--- src/rtl/pcs_tx_code_group_pkg.sv ---
// Shared 1000BASE-X transmit constants: GMII octet codes, 10-bit code-groups in both
// running-disparity columns, and the disparity helper used by the lookup.
package pcs_tx_code_group_pkg;

  localparam logic [7:0] OCT_K28_5 = 8'hBC;
  localparam logic [7:0] OCT_K27_7 = 8'hFB;
  localparam logic [7:0] OCT_K29_7 = 8'hFD;
  localparam logic [7:0] OCT_K23_7 = 8'hF7;
  localparam logic [7:0] OCT_K30_7 = 8'hFE;
  localparam logic [7:0] OCT_D5_6  = 8'hC5;
  localparam logic [7:0] OCT_D16_2 = 8'h50;

  typedef struct packed {
    logic [9:0] rd_neg;
    logic [9:0] rd_pos;
  } cg_cols_t;

  // Groups are abcdei_fghj with 'a' in bit 9.
  localparam cg_cols_t CG_K28_5 = '{rd_neg: 10'b0011111010, rd_pos: 10'b1100000101};
  localparam cg_cols_t CG_K27_7 = '{rd_neg: 10'b1101101000, rd_pos: 10'b0010010111};
  localparam cg_cols_t CG_K29_7 = '{rd_neg: 10'b1011101000, rd_pos: 10'b0100010111};
  localparam cg_cols_t CG_K23_7 = '{rd_neg: 10'b1110101000, rd_pos: 10'b0001010111};
  localparam cg_cols_t CG_K30_7 = '{rd_neg: 10'b0111101000, rd_pos: 10'b1000010111};
  localparam cg_cols_t CG_D5_6  = '{rd_neg: 10'b1010010110, rd_pos: 10'b1010010110};
  localparam cg_cols_t CG_D16_2 = '{rd_neg: 10'b0110110101, rd_pos: 10'b1001000101};
  localparam cg_cols_t CG_D0_0  = '{rd_neg: 10'b1001110100, rd_pos: 10'b0110001011};
  localparam cg_cols_t CG_D1_0  = '{rd_neg: 10'b0111010100, rd_pos: 10'b1000101011};
  localparam cg_cols_t CG_D2_0  = '{rd_neg: 10'b1011010100, rd_pos: 10'b0100101011};
  localparam cg_cols_t CG_D3_0  = '{rd_neg: 10'b1100011011, rd_pos: 10'b1100010100};
  localparam cg_cols_t CG_D4_0  = '{rd_neg: 10'b1101010100, rd_pos: 10'b0010101011};
  localparam cg_cols_t CG_D5_0  = '{rd_neg: 10'b1010011011, rd_pos: 10'b1010010100};
  localparam cg_cols_t CG_D6_0  = '{rd_neg: 10'b0110011011, rd_pos: 10'b0110010100};
  localparam cg_cols_t CG_D7_0  = '{rd_neg: 10'b1110001011, rd_pos: 10'b0001110100};

  // A group taken from the correct column flips RD exactly when it is unbalanced.
  function automatic logic disparity_flips(input logic [9:0] group);
    logic [3:0] ones;
    ones = 4'd0;
    for (int i = 0; i < 10; i++) begin
      ones = ones + {3'b000, group[i]};
    end
    return (ones != 4'd5);
  endfunction

endpackage

--- src/rtl/pcs_tx_code_group_cg_lookup.sv ---
// Combinational 8b/10b lookup for the small symbol set the transmitter emits:
// picks the column for the current RD and reports whether the group flips RD.
module pcs_tx_cg_lookup
  import pcs_tx_code_group_pkg::*;
(
  input  logic [7:0] octet_i,
  input  logic       k_i,
  input  logic       rd_i,
  output logic [9:0] group_o,
  output logic       flip_o
);

  cg_cols_t cols;

  // Symbol decode; anything outside the supported set becomes /V/ so it reads as an error downstream.
  always_comb begin
    cols = CG_K30_7;
    if (k_i) begin
      case (octet_i)
        OCT_K28_5: cols = CG_K28_5;
        OCT_K27_7: cols = CG_K27_7;
        OCT_K29_7: cols = CG_K29_7;
        OCT_K23_7: cols = CG_K23_7;
        OCT_K30_7: cols = CG_K30_7;
        default:   cols = CG_K30_7;
      endcase
    end else begin
      case (octet_i)
        OCT_D5_6:  cols = CG_D5_6;
        OCT_D16_2: cols = CG_D16_2;
        8'h00:     cols = CG_D0_0;
        8'h01:     cols = CG_D1_0;
        8'h02:     cols = CG_D2_0;
        8'h03:     cols = CG_D3_0;
        8'h04:     cols = CG_D4_0;
        8'h05:     cols = CG_D5_0;
        8'h06:     cols = CG_D6_0;
        8'h07:     cols = CG_D7_0;
        default:   cols = CG_K30_7;
      endcase
    end
    group_o = rd_i ? cols.rd_pos : cols.rd_neg;
    flip_o  = disparity_flips(group_o);
  end

endmodule

--- src/rtl/pcs_tx_code_group.sv ---
// 1000BASE-X PCS transmit code-group generator: GMII TX_EN/TX_ER/TXD to a 10-bit
// stream of idles, /S/ /T/ /R/ delimiters, Dx.0 data and /V/, with RD and even/odd tracking.
module pcs_tx_code_group
  import pcs_tx_code_group_pkg::*;
(
  input  logic       gtx_clk_i,
  input  logic       mr_main_reset_i,
  input  logic       tx_en_i,
  input  logic       tx_er_i,
  input  logic [7:0] txd_i,
  output logic [9:0] tx_code_group_o,
  output logic       tx_even_o,
  output logic       tx_disparity_o,
  output logic       transmitting_o
);

  localparam logic [6:0] ST_IDLE_K  = 7'b0000001;
  localparam logic [6:0] ST_IDLE_D  = 7'b0000010;
  localparam logic [6:0] ST_START   = 7'b0000100;
  localparam logic [6:0] ST_DATA    = 7'b0001000;
  localparam logic [6:0] ST_EOP_R   = 7'b0010000;
  localparam logic [6:0] ST_EOP_R2  = 7'b0100000;

  logic [6:0] state_q, state_d;
  logic       even_q, even_d;
  logic       rd_q;
  logic [9:0] cg_q;
  logic       tx_q, tx_d;
  logic       sym_k;
  logic [7:0] sym_octet;
  logic [9:0] group;
  logic       flip;

  pcs_tx_cg_lookup u_lookup (
    .octet_i (sym_octet),
    .k_i     (sym_k),
    .rd_i    (rd_q),
    .group_o (group),
    .flip_o  (flip)
  );

  // Next-symbol selection; even_d is the parity of the slot being produced this cycle.
  always_comb begin
    state_d   = state_q;
    even_d    = ~even_q;
    tx_d      = 1'b0;
    sym_k     = 1'b1;
    sym_octet = OCT_K28_5;
    case (state_q)
      ST_IDLE_K: begin
        if (tx_en_i) begin
          sym_octet = OCT_K27_7;
          tx_d      = 1'b1;
          state_d   = ST_DATA;
        end else begin
          sym_octet = OCT_K28_5;
          state_d   = ST_IDLE_D;
        end
      end
      ST_IDLE_D: begin
        // D16.2 from RD+ and D5.6 from RD- both leave the link at RD-.
        sym_k     = 1'b0;
        sym_octet = rd_q ? OCT_D16_2 : OCT_D5_6;
        if (tx_en_i) begin
          state_d = ST_START;
        end else begin
          state_d = ST_IDLE_K;
        end
      end
      ST_START: begin
        sym_octet = OCT_K27_7;
        tx_d      = 1'b1;
        state_d   = ST_DATA;
      end
      ST_DATA: begin
        tx_d = 1'b1;
        if (!tx_en_i) begin
          sym_octet = OCT_K29_7;
          state_d   = ST_EOP_R;
        end else if (tx_er_i || (txd_i[7:3] != 5'b00000)) begin
          sym_octet = OCT_K30_7;
        end else begin
          sym_k     = 1'b0;
          sym_octet = {5'b00000, txd_i[2:0]};
        end
      end
      ST_EOP_R: begin
        sym_octet = OCT_K23_7;
        if (even_d) begin
          state_d = ST_EOP_R2;
        end else begin
          state_d = ST_IDLE_K;
        end
      end
      ST_EOP_R2: begin
        sym_octet = OCT_K23_7;
        state_d   = ST_IDLE_K;
      end
      default: begin
        sym_k     = 1'b0;
        sym_octet = rd_q ? OCT_D16_2 : OCT_D5_6;
        even_d    = 1'b0;
        state_d   = ST_IDLE_K;
      end
    endcase
  end

  // State, alignment, running disparity and registered outputs.
  always_ff @(posedge gtx_clk_i) begin
    if (!mr_main_reset_i) begin
      state_q <= ST_IDLE_K;
      even_q  <= 1'b0;
      rd_q    <= 1'b0;
      cg_q    <= 10'b0000000000;
      tx_q    <= 1'b0;
    end else begin
      state_q <= state_d;
      even_q  <= even_d;
      rd_q    <= rd_q ^ flip;
      cg_q    <= group;
      tx_q    <= tx_d;
    end
  end

  assign tx_code_group_o = cg_q;
  assign tx_even_o       = even_q;
  assign tx_disparity_o  = rd_q;
  assign transmitting_o  = tx_q;

endmodule

--- config.mk ---
export PLATFORM = sky130hd
export DESIGN_NAME = pcs_tx_code_group
export DESIGN_NICKNAME = d
export VERILOG_FILES = /design/src/rtl/pcs_tx_code_group_pkg.sv /design/src/rtl/pcs_tx_code_group_cg_lookup.sv /design/src/rtl/pcs_tx_code_group.sv
export SDC_FILE = /design/constraint.sdc
export NUM_CORES = 1
export LEC_CHECK = 0
export BUFFER_PORTS_ARGS = -buffer_cell sky130_fd_sc_hd__buf_2
export CAP_MARGIN = 10
export CORE_UTILIZATION = 25
export DETAILED_ROUTE_END_ITERATION = 8
export PLACE_DENSITY = 0.4
export SYNTH_ARGS = -nofsm -noshare
export SYNTH_HDL_FRONTEND = slang
export SYNTH_SLANG_ARGS = --single-unit
--- constraint.sdc ---
create_clock -name gtx_clk_i -period 9.9 [get_ports gtx_clk_i]
set_input_delay 0.495 -clock gtx_clk_i [delete_from_list [all_inputs] [get_ports gtx_clk_i]]
set_output_delay 0.495 -clock gtx_clk_i [all_outputs]
set_load 0.05 [all_outputs]
==> metrics.md, run 1 <==
| Metric | Value |
|---|---|
| Post-synth top area cell | `dfxtp_1` |
| Top cells by area, synth | `dfxtp_1 23%, fa_1 7.4%, nor2_1 3.9%` |
| CP max stage delay | `680 ps` |
| Synth Area in XOR/XNOR | `1.62%` |
| Largest family of logic cells by synthesized area | `compound AO/OA/AOI/OAI gates` |
| Gpl congestion | `0.843` |
| Detail Route Antenna Nets | `0` |
| Synth async-reset ratio | `0%` |
| Buffer count from post-CTS setup fixing | `0` |
| First-pass GRT wire length | `7.40 mm` |
| Clock transition at path regs | `70 ps` |
| DR iter-0 viols | `228` |
| Clock Root Buffer | `clkbuf_8` |
| Simple-gate share of the synthesized area | `26.2%` |
| Crit path top cell by count | `fa_1` |
| Design Area, Final | `0.00182 mm2` |
| Hold Buf Count CTS | `0` |
| Number of synthesized flops with an enable pin | `0` |
| RSZ-0062 raised after global routing | `no` |
| Static Leakage | `0.748 nW` |
| Max H-tree Level | `1` |
| Crit path DAT | `6700 ps` |
| Worst setup EP type | `flip-flop` |
| Reg2Reg Setup Slack | `3330 ps` |
| Top cells by count, synth | `19 x dfxtp_1, 17 x nor2_1, 13 x inv_1` |
| R2R Path End | `tx_disparity_o` |
| Setup violators final | `0` |
| Comb pwr share | `74.5%` |
| Top FF cell, synth | `dfxtp_1` |
| Crit path from | `state_q[5]` |
| Placed Instance Area | `0.00178 mm2` |
| Setup CP Type | `flip-flop to flip-flop` |
| Maximum fanout along the worst path | `14` |
| Setup_tns | `0 ps` |
| Synth top area share | `23.4%` |
| FF-to-FF path depth | `19` |
| Die area | `0.00682 mm2` |
| Reg2reg start | `state_q[5]` |
| Adder-cell share of the synthesized area | `11.3%` |
| Achievable frequency | `152 MHz` |
| Clock buffer depth | `2` |
| Max-Cap Viols | `0` |
| Final Slew Violations | `0` |
| Area Overhead vs Synth | `12.4%` |
| Buffers & Inverters on Critical Path | `2` |
| Sequential share of power | `17.3%` |
| Mux cell area share after synthesis | `1.31%` |
| Slew HR | `47.6%` |
| Internal | `0.314 mW` |
| Vias | `1581` |
| Gr ovfl total | `0` |
| Sw Pwr | `0.330 mW` |
| Core Util, Final | `29.9%` |
| Initial Utilization | `26.6%` |
| Crit path max-delay family | `adder cells` |
| Hold Violations, Final | `0` |
| CTS sink count | `19` |
| Pwr/cell area | `353 mW/mm2` |
| Worst-Skew Late Latency | `250 ps` |
| Hold Crit Endpoint | `tx_even_o` |
| Remaining DRCs | `0` |
| Sequential share of the synthesized area | `23.4%` |
| Row count | `28` |
| Clock share of power | `8.2%` |
| Io pins | `25` |
| Yosys warnings | `0` |
| Pin count of the biggest net entering global routing | `16` |
| Maximum vdd drop | `0.165 mV` |
| Min Tclk post-route | `6570 ps` |
| CP Cell Sequence | `or4_4 > nor3b_2 > mux2_2 > o311ai_1 > or2_1 > a31oi_1 > ha_1 > inv_1 > fa_1 > fa_1 > fa_1 > inv_1 > fa_1 > fa_1 > a2111oi_0 > a21oi_1 > nor4b_1 > xnor2_1 > nor2_1` |
| Worst Tran Pin Value | `782 ps` |
| Post-DP HPWL | `3.44 mm` |
| Die Y | `82.6 um` |
| Layout fillers | `668` |
| Status | `finished, final reports clean` |
| Min-delay worst type | `flip-flop to flip-flop` |
| CTS Buf Count | `3` |
| TritonCTS clock tree | `yes` |
| Startpoint types | `flip-flop` |
| Net Sw Frac | `51.3%` |
| Ant. Diodes | `0` |
| Slowest stage cell on the critical path | `nor3b_2` |
| PortBufs | `24` |
| Core area | `0.00610 mm2` |
| Die span in x | `82.6 um` |
| Crit share post-route | `66.4%` |
| Fin Clk Skew | `0.844 ps` |
| WP depth | `19` |
| Final WL | `4.43 mm` |
| Post-Synthesis Cells | `199` |
| Total track usage | `14.4%` |
| Seq cells post-synth | `19` |
| Complex-gate fraction of the synthesized area | `29.1%` |
| Worst hold start | `tx_even_o` |
| CP Data Required Time | `10030 ps` |
| Mean routed wirelength per cell | `15.2 um` |
| Vias in the first global route | `1468` |
| Layout cell share with drive strength beyond 1 | `18.4%` |
| Hold-critical path depth | `3` |
| Post-CTS resize count | `0` |
| Syn avg cell area | `8.15 um2` |
| Nets | `241` |
| Detailed Routing Iterations Pass 1 | `4` |
| Synth Net Count | `222` |
| Number of antenna violations at the first check in global routing | `0` |
| Post-synth cell types | `55` |
| Top-count cell post-synth | `dfxtp_1` |
| Netlist Area Pre-Place | `0.00162 mm2` |
| Vias/cell | `5.41` |
==> power groups by stage <==
stage	Combinational [mW]	Sequential, mW	Clock [mW]
finish	0.480	0.111	0.0530
detailed placement	0.482	0.113	0
CTS	0.483	0.111	0.0554
global placement	0.487	0.114	0
floorplan	0.341	0.163	0
global route	0.570	0.115	0.0585
==> registers in the layout, summed over array words and instances, names as in the netlist <==
register	count
tx_disparity_o	1
tx_code_group_o	10
tx_even_o	1
state_q	6
transmitting_o	1
==> how the worst max path moves through the flow <==
stage                endpoint  slack, ps
4_1_cts        tx_disparity_o       3380
5_1_grt        tx_disparity_o       2740
3_5_place_dp   tx_disparity_o       3370
2_1_floorplan  tx_disparity_o       4050
3_3_place_gp   tx_disparity_o       3450
6_report       tx_disparity_o       3330
==> kinds of logic after synthesis <==
| logic type | after synthesis |
|---|---|
| compound gates | 63 |
| xor+xnor | 3 |
| fa+ha+maj | 11 |
| buf+inv | 24 |
| flops | 19 |
| mux | 2 |
| simple gates | 77 |
==> worst min-delay path: stages (launching register included) <==
cell and delay [ps]:
dfxtp_1 330, inv_1 50, nand2_1 70, a21oi_1 40
==> layout by cell type (no fill, tap or decap), types with 2 or more instances in the layout <==
master    count
buf_2        24
dfxtp_1      19
nor2_1       17
inv_1        13
a21oi_1      11
o21ai_0      10
nand2_1      10
nand3_1       9
and3_1        7
and2_1        6
a211oi_1      6
nor3_1        6
fa_1          6
nor4_1        5
ha_1          5
o211ai_1      4
nor4b_1       3
nand4_1       3
o22ai_1       3
o211a_1       3
clkbuf_8      3
nor3b_2       2
nor2b_1       2
or3_1         2
xor2_1        2
a31o_2        2
a221oi_1      2
a31oi_1       2
o311ai_0      2
a311o_1       2
==> area by class of cell <==
cell class,instances,area (um2),share of cell area [%]
Tap cell,75,93.8,5.14
Multi-Input combinational cell,156,1130,61.8
Clock buffer,3,41.3,2.26
Timing Repair Buffer,25,128,7.00
Sequential cell,19,380,20.9
Inverter,13,48.8,2.67
Clock inverter,1,5.00,0.274
==> layer usage <==
layer / up-vias / global-route usage, % / routed length, um
li1: 795 / - / -
met1: 723 / 20.3 / 2150
met2: 59 / 22.6 / 1960
met3: 4 / 0.989 / 253
met4: 0 / 5.69 / 63
met5: - / 0 / 0
==> metrics by stage <==
stage                     power [mW]  setup WS, ps  cells  hold slack [ps]
after floorplan                0.504          4050    199              561
after global placement         0.601          3450    288              530
after detailed placement       0.595          3370    288              529
after CTS                      0.650          3380    292              539
after global routing           0.743          2740    292              578
final                          0.644          3330    292              535
Power figures use the tool's default switching activity.
==> run 2: changes to the inputs <==
--- a/config.mk
+++ b/config.mk
@@ -5,6 +5,7 @@
 export SDC_FILE = /design/constraint.sdc
 export NUM_CORES = 1
 export LEC_CHECK = 0
+export ABC_AREA = 1
 export BUFFER_PORTS_ARGS = -buffer_cell sky130_fd_sc_hd__buf_2
 export CAP_MARGIN = 10
 export CORE_UTILIZATION = 25
==> constraint.sdc (replaced) <==
create_clock -name gtx_clk_i -period 6.53 [get_ports gtx_clk_i]
set_input_delay 0.3265 -clock gtx_clk_i [delete_from_list [all_inputs] [get_ports gtx_clk_i]]
set_output_delay 0.3265 -clock gtx_clk_i [all_outputs]
set_load 0.05 [all_outputs]
==> run 2 against run 1 <==
Against the previous run: register-to-register slack got worse by 1900 ps; flip-flop and latch count did not move; routed wire length fell by 15%; critical path type unchanged; critical endpoint unchanged; largest power group unchanged.
==> metrics.md, run 2 <==
| Metric | Value |
|---|---|
| Number of antenna violations at the first check in global routing | `0` |
| TritonCTS clock tree | `yes` |
| Detail Route Antenna Nets | `0` |
| Ant. Diodes | `0` |
| Inst Count DP | `319` |
| Max-Cap Viols | `0` |
| Die area | `0.00676 mm2` |
| Core area | `0.00606 mm2` |
| Maximum fanout along the worst path | `6` |
| Clock transition at path regs | `70 ps` |
| Fin cells | `323` |
| Row count | `28` |
| Area Overhead vs Synth | `15.7%` |
| DR iter-0 viols | `34` |
| Maximum vdd drop | `0.337 mV` |
| Sw Pwr | `0.546 mW` |
| Min-delay worst type | `input pin to flip-flop` |
| Most common cell after layout, fill and taps aside | `nand2_1` |
| Power after layout | `1.02 mW` |
| Most frequent cells in the layout | `46 x nand2_1, 27 x inv_1, 24 x buf_2` |
| Top cells by area, synth | `dfxtp_1 24%, nand2_1 11%, fa_1 7.5%` |
| Clock Root Buffer | `clkbuf_8` |
| CP max stage delay | `500 ps` |
| Max reg flops | `10` |
| Seq cells post-synth | `19` |
| Nets | `272` |
| Startpoint types | `flip-flop` |
| Post-CTS resize count | `0` |
| Achievable frequency | `197 MHz` |
| Slowest stage cell on the critical path | `fa_1` |
| Vias/cell | `4.50` |
| Remaining DRCs | `0` |
| Fin Clk Skew | `2.30 ps` |
| Yosys warnings | `0` |
| Syn avg cell area | `7.24 um2` |
| Vias in the first global route | `1504` |
| First-pass GRT wire length | `6.76 mm` |
| Min Tclk post-route | `5070 ps` |
| Gr ovfl total | `0` |
| Post-Synthesis Cells | `222` |
| Crit path top cell by count | `fa_1` |
| Crit share post-route | `77.6%` |
| CTS Buf Count | `3` |
| Net Sw Frac | `53.5%` |
| Top-count cell post-synth | `nand2_1` |
| Status | `finished, final reports clean` |
| Setup CP Type | `flip-flop to flip-flop` |
| Synth top area share | `23.7%` |
| Buffer count from post-CTS setup fixing | `0` |
| CTS sink count | `19` |
| Final WL | `3.75 mm` |
| Layout cell share with drive strength beyond 1 | `29.4%` |
| Netlist Area Pre-Place | `0.00161 mm2` |
| Sequential share of the synthesized area | `23.7%` |
| Hold Violations, Final | `0` |
| Pin count of the biggest net entering global routing | `16` |
| Vias | `1455` |
| Top FF cell, synth | `dfxtp_1` |
| Comb pwr share | `75.9%` |
| Setup violators final | `0` |
| Worst-Skew Late Latency | `250 ps` |
| Gpl congestion | `0.821` |
| CP Data Required Time | `6650 ps` |
| Die Y | `82.2 um` |
| Io pins | `25` |
| PortBufs | `24` |
| Die span in x | `82.2 um` |
| Pwr/cell area | `549 mW/mm2` |
| Slew HR | `66.4%` |
| Worst Tran Pin Value | `504 ps` |
| Synth Net Count | `245` |
| Total track usage | `13.2%` |
| Initial Utilization | `26.5%` |
| Hold Buf Count CTS | `0` |
| Crit path DAT | `5190 ps` |
| Max H-tree Level | `1` |
| Final Slew Violations | `0` |
| Sequential share of power | `16.0%` |
| Post-synth top area cell | `dfxtp_1` |
| RSZ-0062 raised after global routing | `no` |
| Worst setup EP type | `flip-flop` |
| Internal | `0.475 mW` |
| Mean routed wirelength per cell | `11.6 um` |
| Post-synth cell types | `32` |
| Detailed Routing Iterations Pass 1 | `4` |
| Clock buffer depth | `2` |
| Post-DP HPWL | `3.25 mm` |
| Top cells by count, synth | `46 x nand2_1, 27 x inv_1, 23 x nor2_1` |
| Number of synthesized flops with an enable pin | `0` |
| Static Leakage | `0.928 nW` |
| Synth async-reset ratio | `0%` |
| Clock share of power | `8.0%` |
| Setup_tns | `0 ps` |
-- run 2: changes by cell type in the layout (fill, tap and decap cells not counted), moves of 7 or more --
cell	change
and3_1	-7
inv_1	+14
inv_2	+8
nand2_1	+36
nand2_2	+10
nand3_2	+7
nand4_1	+8
o21ai_0	-8
-- run 2: cells by family after synthesis --
kind of cell	share of synthesized area, %
buffers and inverters	8.64
xor gates and xnor gates	0.545
adders and majority gates	11.4
DFF	23.7
and+or+nand+nor	45.1
AOI/OAI and AO/OA	10.7
-- run 2: worst max-delay path, delay by kind of cell, from the launching register on --
kind                       cells  cell delay (ps)
adders and majority gates      6             2520
and+or+nand+nor               13             1530
DFF                            1              440
buffers and inverters          5              230
AOI/OAI and AO/OA              2              210
-- run 2: path summary, 6_finish.rpt --
check             cells past startpoint  slack, ps            start             end
setup / recovery                     26       1460       state_q[3]  tx_disparity_o
hold / removal                        3        350  mr_main_reset_i      state_q[3]
setup reg to reg                     26       1460       state_q[3]  tx_disparity_o
hold reg to reg                       1        460        tx_even_o       tx_even_o
-- run 2: per-stage QoR --
step | util, % | setup WS (ps) | hold slack [ps] | cell area [um2]
detailed placement | 29.9 | 1480 | 450 | 1810
CTS | 30.7 | 1470 | 355 | 1860
floorplan | - | 1760 | 424 | 1610
global placement | 29.9 | 1460 | 444 | 1810
global route | 30.7 | 1070 | 357 | 1860
finish | 30.7 | 1460 | 354 | 1860
-- run 2: power groups by stage --
stage / sequential (mW) / combinational, mW / clock [mW]
final: 0.164 / 0.776 / 0.0820
after global routing: 0.170 / 0.908 / 0.0882
after CTS: 0.165 / 0.791 / 0.0840
after detailed placement: 0.167 / 0.787 / 0
after global placement: 0.168 / 0.788 / 0
after floorplan: 0.245 / 0.560 / 0
-- run 2: final cells by class --
type / count / area [um2]
Timing Repair Buffer: 24 / 120
Multi-Input combinational cell: 166 / 1090
Clock buffer: 3 / 41.3
Fill cell: 674 / 4200
Sequential cell: 19 / 380
Tap cell: 75 / 93.8
Clock inverter: 1 / 5.00
Inverter: 35 / 131
-- run 2: per-layer routing --
layer  up-vias  share of wire [%]  wire (um)  track usage [%]
met1       647                 49       1850             17.0
met5         -                  0          0                0
li1        769                  -          -                -
met3         8                3.7        138             1.32
met4         0                2.9        108             6.14
met2        31                 44       1650             22.1
